<file path="src/rtl/random_arb.sv">
// Round-robin arbiter that hands out words from a 71-bit LFSR, each word
// only after the generator has taken MIN_STEPS fresh steps since the last one.
module random_arb #(
  parameter int NREQ      = 4,
  parameter int WORD_W    = 32,
  parameter int MIN_STEPS = 32
) (
  input  logic              clk,
  input  logic              rst,
  input  logic              en,
  input  logic              seed_load,
  input  logic [70:0]       seed_data,
  input  logic [NREQ-1:0]   req,
  output logic [NREQ-1:0]   gnt,
  output logic [WORD_W-1:0] rdata,
  output logic              rvalid,
  output logic [70:0]       state_q
);

  localparam int PW = $clog2(NREQ);

  typedef enum logic [1:0] {IDLE, FILL, READY} state_e;

  state_e            state;
  logic [70:0]       g_q, g_d;
  logic [6:0]        fresh_q, fresh_d;
  logic              en_q;
  logic [PW-1:0]     ptr_q, ptr_d;
  logic [NREQ-1:0]   gnt_q, gnt_d;
  logic              rvalid_q, rvalid_d;
  logic [WORD_W-1:0] rdata_q, rdata_d;
  logic [NREQ-1:0]   winner;
  logic [PW-1:0]     winIdx;
  logic [PW-1:0]     idx;
  logic              found;
  logic              step;
  logic              grant;
  logic              feedback;

  // The mode is decoded from the registered enable and the freshness count.
  always_comb begin
    state = IDLE;
    if (en_q) begin
      state = (fresh_q == 7'(MIN_STEPS)) ? READY : FILL;
    end
  end

  // Search starts one past the last winner and wraps around.
  always_comb begin
    winner = '0;
    winIdx = ptr_q;
    idx    = ptr_q;
    found  = 1'b0;
    for (int k = 1; k <= NREQ; k++) begin
      idx = PW'((int'(ptr_q) + k) % NREQ);
      if (!found && req[idx]) begin
        winner[idx] = 1'b1;
        winIdx      = idx;
        found       = 1'b1;
      end
    end
  end

  assign step     = en && !seed_load;
  assign grant    = (state == READY) && (|req) && !seed_load;
  assign feedback = ~(g_q[70] ^ g_q[64]) ^ (&g_q[69:0]);

  // A seed load overrides everything; a grant resets freshness even though
  // the generator itself may still step on that edge.
  always_comb begin
    g_d      = g_q;
    fresh_d  = fresh_q;
    ptr_d    = ptr_q;
    gnt_d    = '0;
    rvalid_d = 1'b0;
    rdata_d  = rdata_q;
    if (seed_load) begin
      g_d     = seed_data;
      fresh_d = '0;
    end else begin
      if (step) begin
        g_d = {g_q[69:0], feedback};
        if (fresh_q != 7'(MIN_STEPS)) begin
          fresh_d = fresh_q + 7'd1;
        end
      end
      if (grant) begin
        fresh_d  = '0;
        gnt_d    = winner;
        rvalid_d = 1'b1;
        rdata_d  = g_q[WORD_W-1:0];
        ptr_d    = winIdx;
      end
    end
  end

  always_ff @(posedge clk or posedge rst) begin
    if (rst) begin
      g_q      <= '0;
      fresh_q  <= '0;
      en_q     <= 1'b0;
      ptr_q    <= PW'(NREQ - 1);
      gnt_q    <= '0;
      rvalid_q <= 1'b0;
      rdata_q  <= '0;
    end else begin
      g_q      <= g_d;
      fresh_q  <= fresh_d;
      en_q     <= en;
      ptr_q    <= ptr_d;
      gnt_q    <= gnt_d;
      rvalid_q <= rvalid_d;
      rdata_q  <= rdata_d;
    end
  end

  assign gnt     = gnt_q;
  assign rvalid  = rvalid_q;
  assign rdata   = rdata_q;
  assign state_q = g_q;

endmodule

</file>
<file path="config.mk">
export PLATFORM = sky130hd
export DESIGN_NAME = random_arb
export DESIGN_NICKNAME = d
export VERILOG_FILES = /design/src/rtl/random_arb.sv
export SDC_FILE = /design/constraint.sdc
export NUM_CORES = 1
export LEC_CHECK = 0
export ABC_CLOCK_PERIOD_IN_PS = 5200
export BUFFER_PORTS_ARGS = -buffer_cell sky130_fd_sc_hd__buf_2
export CORE_AREA = 5 5 110 112
export CTS_BUF_LIST = sky130_fd_sc_hd__clkbuf_8
export DETAILED_ROUTE_END_ITERATION = 8
export DIE_AREA = 0 0 115 117
export PLACE_DENSITY = 0.81
export SLEW_MARGIN = 20
export SYNTH_ARGS = -nofsm -noshare
export SYNTH_HDL_FRONTEND = slang
export SYNTH_SLANG_ARGS = --single-unit
export TNS_END_PERCENT = 5
</file>
<file path="constraint.sdc">
create_clock -name clk -period 5.2 [get_ports clk]
set_clock_uncertainty 0.1 [all_clocks]
set_input_delay 0.78 -clock clk [delete_from_list [all_inputs] [get_ports clk]]
set_output_delay 0.78 -clock clk [all_outputs]
set_load 0.01 [all_outputs]
</file>
==> flow_results.org <==
** Floorplanning
- Floorplan die height :: 117 µm
- In this run the horizontal extent of the chip is 115 µm.
- The die covers 13500 µm².
- The region available for standard cell placement spans about 11000 µm².
- Top-level I/O count :: 187
- Placement row count :: 39
- Initial Util :: 0.504

** Run
- Max Cap Viol :: 0

** CTS
- Htree depth :: 4
- Root buffer cell :: clkbuf_8
- For this design, the sink count on the clock tree is 118.
- Cts bufs inserted :: 17
- The clock passes through at most 2 buffers.
- Clock slew at the register clock pins of the worst setup and hold paths :: around 0.070 ns
- Clock latency on the worst-skew pair, taken at its later pin, is ~0.43 ns.
- In this run the post-CTS setup repair buffer count came out at 0.
- Count of hold buffers inserted by post-cts repair :: 0
- Once the clock tree was built, the resizer swapped 0 gates to a different size.
- TritonCTS built the clock tree.

** Global route
- The first global-routing pass estimated between 20000 and 25000 µm of wire.
- The number of antenna violations at the first check in global routing was 1.
- Global route total overflow :: 0
- Number of global-route vias before repair :: 4749
- Entering global routing, the biggest net connects 102 pins.
- In the global route stage, overall resource usage came out at 0.231.

** Detailed routing
- Via density per instance :: 5.52
- Drt first pass iters :: 5
- In the routed design, unresolved DRC markers number 0.
- The first routing iteration left roughly 270 violations.
- ANT nets after route :: 0
- In the final routed layout, each cell accounts on average for ~18 µm.
- The routed design has 15400 µm of wire.
- Routed vias :: 4748

** Synthesis
- The cell count after synthesis came out at 524.
- The most used flip-flop cell after synthesis is dfrtp_1.
- Share of synthesized flip-flops with an asynchronous set or reset :: 1.00
- Number of warnings printed during yosys synthesis :: 0
- Mapped cell area :: 5610 µm²
- Library cell with the highest instance count after synthesis :: dfrtp_1
- The share of the Yosys chip area taken by registers is 0.527.
- After synthesis, the netlist uses 39 different library cells.
- In the synthesized netlist, the cells that appear most often are dfrtp_1, nand2_1, o21ai_0.
- Ranking of synthesized cells by area :: dfrtp_1, mux2i_1, mux2_2
- Syn Area/Cell :: between 10 and 15 µm²
- The share of synthesized area in the top cell type comes to 0.518.
- Number of enable flip-flop cells after synthesis :: 0
- Net count of the mapped netlist :: 613
- Library cell with the largest summed area after synthesis :: dfrtp_1
- In this run, synthesis produced a sequential element count of 118.

** STA
- Post-route setup TNS :: 0 ns
- Final Hold Vio Count :: 0
- Worst relative slew slack :: 0.442
- Final Cycle Share :: 0.513
- Setup WS post-layout :: 2.53 ns
- For this run, the top clock speed supported by timing is 375 MHz.
- On the final layout, the worst hold slack is 0.382 ns.
- Max-slew violation count :: 0
- Setup violations remaining at the end of the flow were counted as 0.
- Setup repair after global routing missed its margin :: no
- Crit path time final :: 2.67 ns
- Worst slew pin tran :: 0.837 ns

** Worst setup path
- End point of the critical path :: rdata[19]
- The worst register-to-register path ends at rdata[19].
- Highest net fanout along the worst path :: 19
- Buffers plus inverters on the worst setup path :: 2
- CP delay by family, top :: simple AND/OR/NAND/NOR gates
- Total stage count of the critical path :: 7
- In this run the critical register-to-register path is launched from fresh_q[0].
- Worst r2r path cells :: 7
- Data on the critical path arrives at its endpoint at 2.88 ns.
- Worst endpoint required time :: 5.41 ns
- The setup check on the worst reg-to-reg path leaves a slack of 2.53 ns.
- The worst setup path is launched from a flop.
- On the worst path, the slowest cell contributes a delay of 0.64 ns.
- Among all stages on the critical path, the largest delay is contributed by nor3_4.
- The critical path is of the flop to flop type.
- Cell breakdown of the critical path :: inv_1 > ha_1 > nor2b_1 > nand3_1 > nor3_4 > buf_4 > mux2_2
- Worst setup EP type :: flop
- The most critical setup path has its startpoint at fresh_q[0].

** Cells and area
- At the end of the flow, the number of nets in the layout was 793.
- Number of antenna repair diodes :: 0
- The finished cells cover 7040 µm².
- For this run, the number of standard cells in the final layout without fillers is 860.
- The area growth from synthesis to layout is 25.6%.
- Fraction of layout cells with a size suffix above 1 :: 0.364

** Power and ir drop
- Of the total power, combinational logic draws 0.131.
- VDD sags by at most between 0.00015 and 0.0002 V.
- Of the total power, registers draw 0.484.
- Of the total power, the clock network draws 0.385.
- The internal power of the cells totals 1.59 mW.
- For this design the ratio of total power to cell area is 311 nW/µm².
- Of the total power, the share spent switching nets is 0.273.
- Leakage power summed over all cells :: around 3.7 nW
- NetSw :: 0.596 mW

** Placement
- Post-Place Cell Area :: around 6600 µm²
- At the placement stage, the worst setup path has a slack of 2.33 ns.
- Routability congestion estimate from global placement :: 0.864
- The wire-length estimate of the detail-placed layout is 10900 µm.
- Including well taps, the total number of placed cells is 828.
- Buffers placed on the I/O ports in this run total roughly 190.

** Min path
- The min-delay analysis places its worst path in the category input port to async pin.

** Run status
- The run finished with clean final reports.
-- flip-flops by register name, summed over array words and instances (netlist names) --
| register | count |
|---|---|
| gnt | 4 |
| rdata | 32 |
| rvalid | 1 |
| en_q | 1 |
| ptr_q | 2 |
| state_q | 71 |
| fresh_q | 7 |
-- final cells by class --
class / count / area [µm²]
Timing Repair Buffer: 190 / 966
Inverter: 12 / 50.0
Sequential cell: 118 / 2960
Tap cell: 143 / 179
Clock buffer: 19 / 262
Multi-Input combinational cell: 365 / 2490
Clock inverter: 13 / 139
Fill cell: 922 / 4090
-- worst min path at each step --
stage | to | cells after the start | startpoint
after floorplan | fresh_q[6] | 2 | fresh_q[6]
after global placement | rdata[17] | 1 | rdata[17]
after detailed placement | rdata[26] | 1 | rdata[26]
after CTS | rdata[3] | 1 | rdata[3]
after global routing | rdata[0] | 2 | rst
final | rdata[0] | 2 | rst
-- cell families after synthesis --
logic type | count (synthesis) | synth area share
simple gates | 145 | 0.116
flops | 118 | 0.527
mux | 105 | 0.197
compound gates | 97 | 0.0949
buf+inv | 41 | 0.0297
fa+ha+maj | 10 | 0.0223
xor+xnor | 8 | 0.0125
-- per-stage QoR --
step / total power [mW] / util
after detailed placement: 1.36 / 0.597
after global routing: 2.29 / 0.633
after floorplan: 1.21 / -
after global placement: 1.35 / 0.597
after CTS: 2.21 / 0.633
final: 2.19 / 0.633
-- metal layers --
layer  GRT usage  wire (µm)  vias up
li1            -          -     2205
met1       0.292       6220     2315
met2       0.374       7530      196
met3      0.0787       1340       30
met4      0.0829        267        2
met5           0         13        -
-- power by group through the flow --
stage	clock network (mW)	logic (mW)	registers, mW
floorplan	0	0.136	1.08
CTS	0.860	0.291	1.06
detailed placement	0	0.288	1.07
global placement	0	0.281	1.07
finish	0.841	0.288	1.06
global route	0.901	0.321	1.07
-- placed cells by master, fill, tap and decap left out, types with 3 or more instances in the layout --
cell         n
a21oi_1      9
buf_2      184
buf_4        6
bufinv_16    3
clkbuf_8    19
clkinv_2     6
dfrtp_1    116
ha_1        10
inv_1       14
mux2_2      33
mux2i_1     71
nand2_1     86
nand2b_1     3
nand4_1     21
nor2_1      18
nor4_1       4
o21ai_0     74
o22ai_1      4
xnor2_1      3
xor2_1       5
-- worst register-to-register path: stages, from the launching register on --
cell,delay (ns)
dfrtp_1,0.41
inv_1,0.11
ha_1,0.16
nor2b_1,0.17
nand3_1,0.18
nor3_4,0.64
buf_4,0.40
mux2_2,0.38
Power figures use the tool's default switching activity.
